File: src/rtl/multicycle_controller_pkg.sv
// Shared types and encodings for the multicycle RV32I control unit.
package riscv_ctrl_pkg;

   typedef enum logic [3:0] {
      S_FETCH, S_DECODE, S_MEMADR, S_MEMREAD, S_MEMWB, S_MEMWRITE,
      S_EXECUTER, S_EXECUTEI, S_ALUWB, S_JAL, S_BEQ
   } state_t;

   localparam logic [6:0] OP_LW  = 7'b0000011;
   localparam logic [6:0] OP_SW  = 7'b0100011;
   localparam logic [6:0] OP_R   = 7'b0110011;
   localparam logic [6:0] OP_I   = 7'b0010011;
   localparam logic [6:0] OP_BEQ = 7'b1100011;
   localparam logic [6:0] OP_JAL = 7'b1101111;

   localparam logic [1:0] IMM_I = 2'b00;
   localparam logic [1:0] IMM_S = 2'b01;
   localparam logic [1:0] IMM_B = 2'b10;
   localparam logic [1:0] IMM_J = 2'b11;

   localparam logic [1:0] ALUOP_ADD   = 2'b00;
   localparam logic [1:0] ALUOP_SUB   = 2'b01;
   localparam logic [1:0] ALUOP_FUNCT = 2'b10;

   localparam logic [2:0] ALU_ADD = 3'b000;
   localparam logic [2:0] ALU_SUB = 3'b001;
   localparam logic [2:0] ALU_AND = 3'b010;
   localparam logic [2:0] ALU_OR  = 3'b011;
   localparam logic [2:0] ALU_SLT = 3'b101;

   localparam logic [1:0] RES_ALUOUT    = 2'b00;
   localparam logic [1:0] RES_DATA      = 2'b01;
   localparam logic [1:0] RES_ALURESULT = 2'b10;

   localparam logic [1:0] SRCA_PC    = 2'b00;
   localparam logic [1:0] SRCA_OLDPC = 2'b01;
   localparam logic [1:0] SRCA_REG   = 2'b10;

   localparam logic [1:0] SRCB_WDATA = 2'b00;
   localparam logic [1:0] SRCB_IMM   = 2'b01;
   localparam logic [1:0] SRCB_FOUR  = 2'b10;

endpackage

File: src/rtl/multicycle_controller_if.sv
// Instruction fields and flags in, datapath control lines out.
interface multicycle_controller_if;
   logic [6:0] op;
   logic [2:0] funct3;
   logic       funct7b5;
   logic       zero;
   logic       PCWrite;
   logic       AdrSrc;
   logic       MemWrite;
   logic       IRWrite;
   logic       RegWrite;
   logic [1:0] ResultSrc;
   logic [1:0] ALUSrcA;
   logic [1:0] ALUSrcB;
   logic [2:0] ALUControl;
   logic [1:0] ImmSrc;
   logic       illegal_op;

   modport slave (
      input  op, funct3, funct7b5, zero,
      output PCWrite, AdrSrc, MemWrite, IRWrite, RegWrite, ResultSrc,
             ALUSrcA, ALUSrcB, ALUControl, ImmSrc, illegal_op
   );

   modport master (
      output op, funct3, funct7b5, zero,
      input  PCWrite, AdrSrc, MemWrite, IRWrite, RegWrite, ResultSrc,
             ALUSrcA, ALUSrcB, ALUControl, ImmSrc, illegal_op
   );
endinterface

File: src/rtl/multicycle_controller_alu_decoder.sv
// Maps ALUOp plus instruction function fields onto the ALU operation code.
module alu_decoder
   import riscv_ctrl_pkg::*;
(
   input  logic [1:0] ALUOp,
   input  logic [2:0] funct3,
   input  logic       op5,
   input  logic       funct7b5,
   output logic [2:0] ALUControl
);
   always_comb begin
      ALUControl = ALU_ADD;
      case (ALUOp)
         ALUOP_ADD: ALUControl = ALU_ADD;
         ALUOP_SUB: ALUControl = ALU_SUB;
         ALUOP_FUNCT: begin
            case (funct3)
               // funct7b5 alone is an immediate bit for addi; only R-type subtracts
               3'b000:  ALUControl = (op5 && funct7b5) ? ALU_SUB : ALU_ADD;
               3'b010:  ALUControl = ALU_SLT;
               3'b110:  ALUControl = ALU_OR;
               3'b111:  ALUControl = ALU_AND;
               default: ALUControl = ALU_ADD;
            endcase
         end
         default: ALUControl = ALU_ADD;
      endcase
   end
endmodule

File: src/rtl/multicycle_controller.sv
// Moore main FSM for the multicycle RV32I core plus immediate-format decode.
module multicycle_controller
   import riscv_ctrl_pkg::*;
(
   input logic                     clk,
   input logic                     reset,
   multicycle_controller_if.slave  bus
);
   state_t     state_reg, state_next;
   logic       pc_update, branch;
   logic [1:0] alu_op;

   always_ff @(posedge clk) begin
      if (reset) state_reg <= S_FETCH;
      else       state_reg <= state_next;
   end

   always_comb begin
      state_next     = state_reg;
      pc_update      = 1'b0;
      branch         = 1'b0;
      alu_op         = ALUOP_ADD;
      bus.AdrSrc     = 1'b0;
      bus.MemWrite   = 1'b0;
      bus.IRWrite    = 1'b0;
      bus.RegWrite   = 1'b0;
      bus.ResultSrc  = RES_ALUOUT;
      bus.ALUSrcA    = SRCA_PC;
      bus.ALUSrcB    = SRCB_WDATA;
      bus.illegal_op = 1'b0;
      case (state_reg)
         S_FETCH: begin
            bus.IRWrite   = 1'b1;
            pc_update     = 1'b1;
            bus.ALUSrcB   = SRCB_FOUR;
            bus.ResultSrc = RES_ALURESULT;
            state_next    = S_DECODE;
         end
         S_DECODE: begin
            bus.ALUSrcA = SRCA_OLDPC;
            bus.ALUSrcB = SRCB_IMM;
            case (bus.op)
               OP_LW, OP_SW: state_next = S_MEMADR;
               OP_R:         state_next = S_EXECUTER;
               OP_I:         state_next = S_EXECUTEI;
               OP_JAL:       state_next = S_JAL;
               OP_BEQ:       state_next = S_BEQ;
               default: begin
                  state_next     = S_FETCH;
                  bus.illegal_op = 1'b1;
               end
            endcase
         end
         S_MEMADR: begin
            bus.ALUSrcA = SRCA_REG;
            bus.ALUSrcB = SRCB_IMM;
            state_next  = (bus.op == OP_SW) ? S_MEMWRITE : S_MEMREAD;
         end
         S_MEMREAD: begin
            bus.AdrSrc = 1'b1;
            state_next = S_MEMWB;
         end
         S_MEMWB: begin
            bus.ResultSrc = RES_DATA;
            bus.RegWrite  = 1'b1;
            state_next    = S_FETCH;
         end
         S_MEMWRITE: begin
            bus.AdrSrc   = 1'b1;
            bus.MemWrite = 1'b1;
            state_next   = S_FETCH;
         end
         S_EXECUTER: begin
            bus.ALUSrcA = SRCA_REG;
            alu_op      = ALUOP_FUNCT;
            state_next  = S_ALUWB;
         end
         S_EXECUTEI: begin
            bus.ALUSrcA = SRCA_REG;
            bus.ALUSrcB = SRCB_IMM;
            alu_op      = ALUOP_FUNCT;
            state_next  = S_ALUWB;
         end
         S_ALUWB: begin
            bus.RegWrite = 1'b1;
            state_next   = S_FETCH;
         end
         // OldPC+4 goes to rd via ALUWB while the target computed in DECODE loads the PC
         S_JAL: begin
            bus.ALUSrcA = SRCA_OLDPC;
            bus.ALUSrcB = SRCB_FOUR;
            pc_update   = 1'b1;
            state_next  = S_ALUWB;
         end
         S_BEQ: begin
            bus.ALUSrcA = SRCA_REG;
            alu_op      = ALUOP_SUB;
            branch      = 1'b1;
            state_next  = S_FETCH;
         end
         default: state_next = S_FETCH;
      endcase
   end

   assign bus.PCWrite = pc_update | (branch & bus.zero);

   always_comb begin
      case (bus.op)
         OP_SW:   bus.ImmSrc = IMM_S;
         OP_BEQ:  bus.ImmSrc = IMM_B;
         OP_JAL:  bus.ImmSrc = IMM_J;
         default: bus.ImmSrc = IMM_I;
      endcase
   end

   alu_decoder u_alu_decoder (
      .ALUOp      (alu_op),
      .funct3     (bus.funct3),
      .op5        (bus.op[5]),
      .funct7b5   (bus.funct7b5),
      .ALUControl (bus.ALUControl)
   );
endmodule
File: src/flat_wrapper.sv
// flat-port wrapper written by rule: the top's interface ports become plain ports
module multicycle_controller_flat import riscv_ctrl_pkg::*;
  (clk, reset, bus_op, bus_funct3, bus_funct7b5, bus_zero, bus_PCWrite, bus_AdrSrc, bus_MemWrite, bus_IRWrite, bus_RegWrite, bus_ResultSrc, bus_ALUSrcA, bus_ALUSrcB, bus_ALUControl, bus_ImmSrc, bus_illegal_op);
  multicycle_controller_if bus_i ();
  input logic clk;
  input logic reset;
  input wire logic [$bits(bus_i.op)-1:0] bus_op;
  input wire logic [$bits(bus_i.funct3)-1:0] bus_funct3;
  input wire logic [$bits(bus_i.funct7b5)-1:0] bus_funct7b5;
  input wire logic [$bits(bus_i.zero)-1:0] bus_zero;
  output wire logic [$bits(bus_i.PCWrite)-1:0] bus_PCWrite;
  output wire logic [$bits(bus_i.AdrSrc)-1:0] bus_AdrSrc;
  output wire logic [$bits(bus_i.MemWrite)-1:0] bus_MemWrite;
  output wire logic [$bits(bus_i.IRWrite)-1:0] bus_IRWrite;
  output wire logic [$bits(bus_i.RegWrite)-1:0] bus_RegWrite;
  output wire logic [$bits(bus_i.ResultSrc)-1:0] bus_ResultSrc;
  output wire logic [$bits(bus_i.ALUSrcA)-1:0] bus_ALUSrcA;
  output wire logic [$bits(bus_i.ALUSrcB)-1:0] bus_ALUSrcB;
  output wire logic [$bits(bus_i.ALUControl)-1:0] bus_ALUControl;
  output wire logic [$bits(bus_i.ImmSrc)-1:0] bus_ImmSrc;
  output wire logic [$bits(bus_i.illegal_op)-1:0] bus_illegal_op;
  assign bus_i.op = bus_op;
  assign bus_i.funct3 = bus_funct3;
  assign bus_i.funct7b5 = bus_funct7b5;
  assign bus_i.zero = bus_zero;
  assign bus_PCWrite = bus_i.PCWrite;
  assign bus_AdrSrc = bus_i.AdrSrc;
  assign bus_MemWrite = bus_i.MemWrite;
  assign bus_IRWrite = bus_i.IRWrite;
  assign bus_RegWrite = bus_i.RegWrite;
  assign bus_ResultSrc = bus_i.ResultSrc;
  assign bus_ALUSrcA = bus_i.ALUSrcA;
  assign bus_ALUSrcB = bus_i.ALUSrcB;
  assign bus_ALUControl = bus_i.ALUControl;
  assign bus_ImmSrc = bus_i.ImmSrc;
  assign bus_illegal_op = bus_i.illegal_op;
  multicycle_controller u_core (.clk(clk), .reset(reset), .bus(bus_i));
endmodule
File: config.mk
export PLATFORM = sky130hd
export DESIGN_NAME = multicycle_controller_flat
export DESIGN_NICKNAME = d
export VERILOG_FILES = /design/src/rtl/multicycle_controller_pkg.sv /design/src/rtl/multicycle_controller_if.sv /design/src/rtl/multicycle_controller_alu_decoder.sv /design/src/rtl/multicycle_controller.sv /design/src/flat_wrapper.sv
export SDC_FILE = /design/constraint.sdc
export NUM_CORES = 1
export LEC_CHECK = 0
export BUFFER_PORTS_ARGS = -buffer_cell sky130_fd_sc_hd__buf_2
export CAP_MARGIN = 15
export CORE_UTILIZATION = 42
export CTS_CLUSTER_DIAMETER = 30
export DETAILED_ROUTE_END_ITERATION = 12
export PLACE_DENSITY_LB_ADDON = 0.05
export SKIP_LAST_GASP = 1
export SLEW_MARGIN = 0
export SYNTH_ARGS = -nofsm -noshare
export SYNTH_HDL_FRONTEND = slang
export SYNTH_SLANG_ARGS = --single-unit
export TNS_END_PERCENT = 30
File: constraint.sdc
create_clock -name clk -period 1.5 [get_ports clk]
set_input_delay 0.075 -clock clk [delete_from_list [all_inputs] [get_ports clk]]
set_output_delay 0.075 -clock clk [all_outputs]
set_load 0.005 [all_outputs]
# Word-level counts from Yosys, hierarchy flattened
# Cells that the tools add are included.
[classes] n_eq_ne=21 n_bitwise=2 muxes=19 reduce_logical=13
[ops] cell="$pmux 4 s5" n=2
[ops] cell="$eq 4x3->1 const B" n=4
[ops] cell="$pmux 2 s2" n=4
[ops] cell="$eq 7x6->1 const B" n=2
[ops] cell="$eq 7x7->1 const B" n=2
[ops] cell="$eq 4x4->1 const B" n=3
[ops] cell="$pmux 3 s4" n=1
[ops] cell="$reduce_or 2->1" n=6
[ops] cell="$mux 1" n=9
[ops] cell="$eq 4x2->1 const B" n=2
[ops] cell="$eq 7x2->1 const B" n=1
[ops] cell="$eq 7x5->1 const B" n=1
[ops] cell="$eq 3x3->1 const B" n=2
[ops] cell="$pmux 2 s3" n=1
[ops] cell="$pmux 3 s2" n=1
[ops] cell="$reduce_or 3->1" n=2
[ops] cell="$reduce_or 6->1" n=1
[ops] cell="$eq 4x1->1 const B" n=1
[ops] cell="$logic_not 4->1" n=1
[ops] cell="$reduce_or 4->1" n=1
[ops] cell="$eq 3x2->1 const B" n=1
[ops] cell="$logic_not 3->1" n=1
[ops] cell="$mux 3" n=1
[ops] cell="$eq 2x1->1 const B" n=1
[ops] cell="other kinds (4)" n=4
[word_totals] wordCells=56 ff_bits=4

# Depth between registers and ports, before layout
# Gate-level depths: netlist (run 1).
[depth] ltp_word=5 depth_mapped=7 ltp_nobuf=6

# Modules after synthesis
# Synthesis (run 1) repeated with hierarchy kept, for this count alone.
[hier_totals] cells_unflattened=74 hier_area_um2=560.5
[modules_own_cells] module="multicycle_controller" seq_area_each_um2=80.1 instances=1 area_per_inst_um2=464.2 cells_per_inst=63
[modules_own_cells] module="alu_decoder" seq_area_each_um2=0.0 instances=1 area_per_inst_um2=96.3 cells_per_inst=11

# Least setup slack after synthesis (run 1)
# No wires, ideal clock.
[synth_path] kind="register to output" startpoint="register u_core.state_reg[2]" endpoint="output bus_ALUControl[2]" required_time_ns=1.425 slack_ns=0.056 path_stages_with_launch=6 arrival_ns=1.369 n_path_buf=1 path_cell_list="dfxtp_1 -> buf_2 -> and3b_1 -> ha_1 -> nor2b_1 -> nor4bb_1"
[synth_via] elab_chain_cells=5 word_cells_on_any_way=8 cone_classes="eq/ne: 5; mux: 2; reduce/logical: 1"
[synth_rtl] item="start, declared" line_no="multicycle_controller.sv:9" source="state_t state_reg, state_next;"
[synth_rtl] item="start signal, assigned" line_no="multicycle_controller.sv:15" source="else state_reg <= state_next;"
[synth_rtl] item="$eq 4x3->1" line_no="multicycle_controller.sv:31" source="case (state_reg)"
[synth_rtl] item="$reduce_or 2->1 (no line)"
[synth_rtl] item="$pmux 2 s2 (*)" line_no="multicycle_controller.sv:31"
[synth_rtl] item="$eq 2x2->1 or $eq 2x1->1 (tied branches)" line_no="multicycle_controller_alu_decoder.sv:13" source="case (ALUOp)"
[synth_rtl] item="$pmux 3 s2 (*)" line_no="multicycle_controller_alu_decoder.sv:13"
[synth_rtl] item="end, declared" line_no="flat_wrapper.sv:19" source="output wire logic [$bits(bus_i.ALUControl)-1:0] bus_ALUControl;"
# Mark *: on every way between the ends. The rest lies on a longest branch, timed or not.

# Final worst setup path (run 1)
[layout_path] startpoint="register u_core.state_reg[1]" endpoint="output bus_illegal_op"
[layout_via] elab_chain_cells=2
[layout_rtl] item="$eq 4x1->1" line_no="multicycle_controller.sv:31"
[layout_rtl] item="$mux 1" line_no="multicycle_controller.sv:31"
[layout_rtl] item="end, declared" line_no="flat_wrapper.sv:21" source="output wire logic [$bits(bus_i.illegal_op)-1:0] bus_illegal_op;"
# No other way between the ends.

==> reports/results.tsv, run 1 <==
metric	value	unit
grt_max_degree	14	
fp.coreArea	1160	µm²
start_kind	flop	
cap_violations	0	
worst_slack	-85.7	ps
synth_edf_count	0	
io_pins	31	
critPathLaunch	u_core.state_reg[1]	
rsz0062_at_grt	yes	
async_flop_share	0	%
num_antenna_cells	0	
skew	1.33	ps
grt_usage	22.9	%
grt-ovfl-total	0	
area_delta_synth_final	58.2	%
path_class	flop to primary output	
min_period_over_period	106	%
failed_checks	negative setup slack	
vias	710	
drtPass1Iterations	4	
syn_avg_cell_area	7.44	µm²
routedWlPerCell	12.5	µm
netlist.area_leader.share	14.5	%
hold_path_class	input pin to flop	
place_congestion	0.872	
tightestPinTransition	421	ps
yosysUniqueCellTypes	33	
status	complete, but fails checks	
nets	133	
cts_max_level	1	
dieArea	1460	µm²
dp_hpwl	1080	µm
cts_sinks	4	
clkTransAtPathRegs	40	ps
seq_area_frac_synth	14.5	%
final_cells	129	
portBuffers	30	
synth.largest_area_cell	dfxtp_1	
r2r_start	u_core.state_reg[2]	
synth_seq_cells	4	
syn_inst	74	
die-height	38.2	µm
grt_pass1_vias	569	
synth.area.top_cells	dfxtp_1 15%, xnor2_1 9.5%, a21oi_1 6.4%, ha_1 4.5%, nand4_1 4.5%	
vdd_drop_max	320	µV
drtIter0Drc	10	
ant_nets	0	
die_w	38.2	µm
layout_commonest_cell	buf_2	
grt_antenna_before_repair	0	
powerDensity	415	nW/µm²
clock_path_buffers	2	
viasPerCell	5.50	
drc	0	
fmax	631	MHz
cp-end-kind	primary output	
largest_reg_flops	4	
slew_headroom	71.8	%
hold_path.startpoint	bus_op[6]	
hold_viol	0	
grt_pass1_wl	2350	µm
final_cell_mix	30 x buf_2, 14 x buf_4, 7 x a21oi_1	
wirelength	1610	µm
cts_made_buffers	3	
clkLatencyLatePin	240	ps
syn-num-nets	90	
cts-root-buf	clkbuf_4	
yosys_warnings	0	
nFillCells	92	
synthFlopType	dfxtp_1	
leakage	0.401	nW
critPathMaxFanout	3	
dp.cells	118	
start_util	47.6	%
utilization	75.3	%
syn_area	551	µm²
critPathRequiredTime	1420	ps
min_period	1590	ps
cts_tree	done	
row_count	12	
setup_violations	4	
drive_gt1_share	54.8	%
finalMaxSlewViolations	0	
crit_arrival	1510	ps
## where the power goes
group | switching, mW | internal [mW]
Combinational | 0.0531 | 0.0580
Clock | 0.0483 | 0.0898
Sequential | 0.00383 | 0.108
Total | 0.105 | 0.256
## cells by family after synthesis
group | after synthesis | synth area share, %
compound gates | 14 | 16.6
simple gates | 37 | 44.3
fa+ha+maj | 2 | 4.54
buf+inv | 11 | 10.5
flops | 4 | 14.5
xor+xnor | 6 | 9.55
## layout make-up
type | instances | area [µm²] | area share (%)
clock buffers | 3 | 22.5 | 2.59
inverters | 4 | 15.0 | 1.72
multi-input cells | 59 | 463 | 53.2
flip-flops and latches | 4 | 87.6 | 10.1
well taps | 14 | 17.5 | 2.01
repair buffers | 45 | 265 | 30.5
## routing by layer
layer | share of wire (%) | wire [µm] | GRT usage [%]
met5 | 0 | 0 | 0
met3 | 4.3 | 69 | 5.23
met2 | 49 | 796 | 38.6
met4 | 0.81 | 13 | 8.04
met1 | 45 | 730 | 28.2
## stage by stage
step / total power, mW / TNS (ps) / setup slack, ps / hold WS [ps] / area (µm²)
final: 0.361 / -214 / -85.7 / 146 / 871
after global routing: 0.383 / -504 / -131 / 169 / 871
after CTS: 0.364 / -266 / -73.7 / 130 / 843
after detailed placement: 0.215 / -5.75 / -5.75 / 264 / 728
after global placement: 0.213 / 0 / 65.8 / 255 / 728
after floorplan: 0.170 / 0 / 55.9 / 144 / 551
## path summary, 6_finish.rpt
path / depth (start not counted) / slack [ps] / end
worst max-delay path: 4 / -90 / bus_illegal_op
worst min-delay path: 3 / 150 / u_core.state_reg[3]
worst max register to register: 4 / 100 / u_core.state_reg[1]
worst min register to register: 3 / 690 / u_core.state_reg[2]
## what timing repair did
| item | CTS | global route |
|---|---|---|
| buffers inserted | 5 | 2 |
| hold buffers | 1 | 0 |
| resized for setup | 12 | 3 |
| pin swaps | 4 | 1 |
| hold endpoints to repair | 1 | 0 |
| endpoints found under the setup margin | 4 | 6 |
| cloned | 0 | 0 |
## Yosys cell counts (3+ instances only)
master and n:
nor2b_1 3, dfxtp_1 4, a21oi_1 7, nand3_1 4, nor2_1 4, inv_1 4
buf_2 4, nand4_1 4, nand2_1 3, xnor2_1 6
## critical path: stages (launching register included)
cell and delay [ps]:
dfxtp_2 320, buf_4 140, or4b_4 540, a211oi_2 150, buf_2 130
(Power assumes the default switching activity.)
==> inputs of run 2 (changes only) <==
==> constraint.sdc (replaced) <==
create_clock -name clk -period 1.5 [get_ports clk]
set_input_delay 0.225 -clock clk [delete_from_list [all_inputs] [get_ports clk]]
set_output_delay 0.225 -clock clk [all_outputs]
set_load 0.005 [all_outputs]
==> reports/results.tsv, run 2 (same netlist as run 1, synthesis figures left out) <==
metric	value	unit	change
status	complete, but fails checks		unchanged
failed_checks	negative setup slack		unchanged
min_period	1690	ps	was 1590 ps
tightestPinTransition	452	ps	was 421 ps
dieArea	1460	µm²	unchanged
worst_slack	-189	ps	was -85.7 ps
grt_antenna_before_repair	0		unchanged
layout_commonest_cell	buf_2		unchanged
cp-end-kind	primary output		unchanged
vdd_drop_max	233	µV	was 320 µV
cts-root-buf	clkbuf_4		unchanged
utilization	72.8	%	was 75.3%
area_delta_synth_final	53.0	%	was 58.2%
min_period_over_period	113	%	was 106%
clock_path_buffers	2		unchanged
routedWlPerCell	11.8	µm	was 12.5 µm
grt_max_degree	16		was 14
critPathMaxFanout	5		was 3
die-height	38.2	µm	unchanged
setup_violations	7		was 4
wirelength	1480	µm	was 1610 µm
drive_gt1_share	55.4	%	was 54.8%
pre_cts_ws	-19.8	ps	was -5.75 ps
fp.coreArea	1160	µm²	unchanged
nets	130		was 133
dp_hpwl	1090	µm	was 1080 µm
path_cells	and3b_2 -> ha_4 -> nor4bb_2 -> buf_2		was buf_4 -> or4b_4 -> a211oi_2 -> buf_2
cts_max_level	1		unchanged
grt-ovfl-total	0		unchanged
io_pins	31		unchanged
ant_nets	0		unchanged
critical-path-top-delay-family	simple AND/OR/NAND/NOR gates		unchanged
grt_usage	24.6	%	was 22.9%
cap_violations	0		unchanged
die_w	38.2	µm	unchanged
start_util	47.6	%	unchanged
fmax	592	MHz	was 631 MHz
skew	5.90	ps	was 1.33 ps
cts_made_buffers	3		unchanged
path_class	flop to primary output		unchanged
cts_sinks	4		unchanged
critPathRequiredTime	1270	ps	was 1420 ps
hold_path_class	input pin to flop		unchanged
crit_arrival	1460	ps	was 1510 ps
slew_headroom	69.7	%	was 71.8%
max_stage_delay	350	ps	was 540 ps
cts_tree	done		unchanged
hold_viol	0		unchanged
ctsHoldBuffers	0		was 1
drtIter0Drc	14		was 10
vias	694		was 710
grt_pass1_wl	2440	µm	was 2350 µm
crit_slowest_cell	dfxtp_4		was or4b_4
grt_pass1_vias	585		was 569
leakage	0.385	nW	was 0.401 nW
portBuffers	30		unchanged
finalMaxSlewViolations	0		unchanged
largest_reg_flops	4		unchanged
cp_num_buf_inv	1		was 2
clkLatencyLatePin	240	ps	about the same
start_kind	flop		unchanged
nFillCells	89		was 92
clkTransAtPathRegs	40	ps	about the same
final_cell_mix	30 x buf_2, 11 x buf_4, 7 x a21oi_1		was 30 x buf_2, 14 x buf_4, 7 x a21oi_1
row_count	12		unchanged
powerDensity	426	nW/µm²	was 415 nW/µm²
viasPerCell	5.51		was 5.50
rsz0062_at_grt	yes		unchanged
num_antenna_cells	0		unchanged
drc	0		unchanged
place_congestion	0.807		was 0.872
drtPass1Iterations	4		unchanged
run 2: worst paths after layout:
path,start,slack (ps),end,cells after the start
worst max-delay path,u_core.state_reg[2],-190,bus_ALUControl[2],4
worst min-delay path,reset,150,u_core.state_reg[3],2
worst max register to register,u_core.state_reg[3],120,u_core.state_reg[1],4
worst min register to register,u_core.state_reg[0],520,u_core.state_reg[2],2
run 2: metal layers:
| layer | vias to the layer above | share of wire, % | global-route usage, % |
|---|---|---|---|
| li1 | 344 | - | - |
| met1 | 310 | 46 | 29.8 |
| met2 | 36 | 46 | 37.7 |
| met3 | 4 | 6.3 | 3.49 |
| met4 | 0 | 2.4 | 20.5 |
| met5 | - | 0 | 0 |
run 2: per-stage QoR:
step	setup TNS (ps)	hold WS [ps]	cells	area [µm²]	total power [mW]
2_1_floorplan	0	287	74	588	0.171
3_3_place_gp	0	403	119	761	0.218
3_5_place_dp	-19.8	402	119	761	0.219
4_1_cts	-821	151	124	811	0.361
5_1_grt	-1450	146	126	842	0.383
6_report	-815	151	126	842	0.359
run 2: timing repair:
| item | CTS | global route |
|---|---|---|
| buffers inserted | 2 | 2 |
| gates cloned | 0 | 0 |
| pin swaps | 2 | 4 |
| endpoints found under the setup margin | 7 | 11 |
| resized for setup | 4 | 7 |
run 2: power by group:
part	total [mW]	internal [mW]	switching, mW
combinational	0.107	0.0550	0.0519
sequential	0.112	0.108	0.00385
clock	0.140	0.0899	0.0503
run 2: area by class of cell:
cell class | instances | area, µm² | share of cell area [%]
multi-input combinational | 59 | 455 | 54.1
inverter | 4 | 15.0 | 1.78
clock buffer | 3 | 22.5 | 2.67
sequential | 4 | 87.6 | 10.4
tap | 14 | 17.5 | 2.08
timing repair buffer | 42 | 244 | 29.0
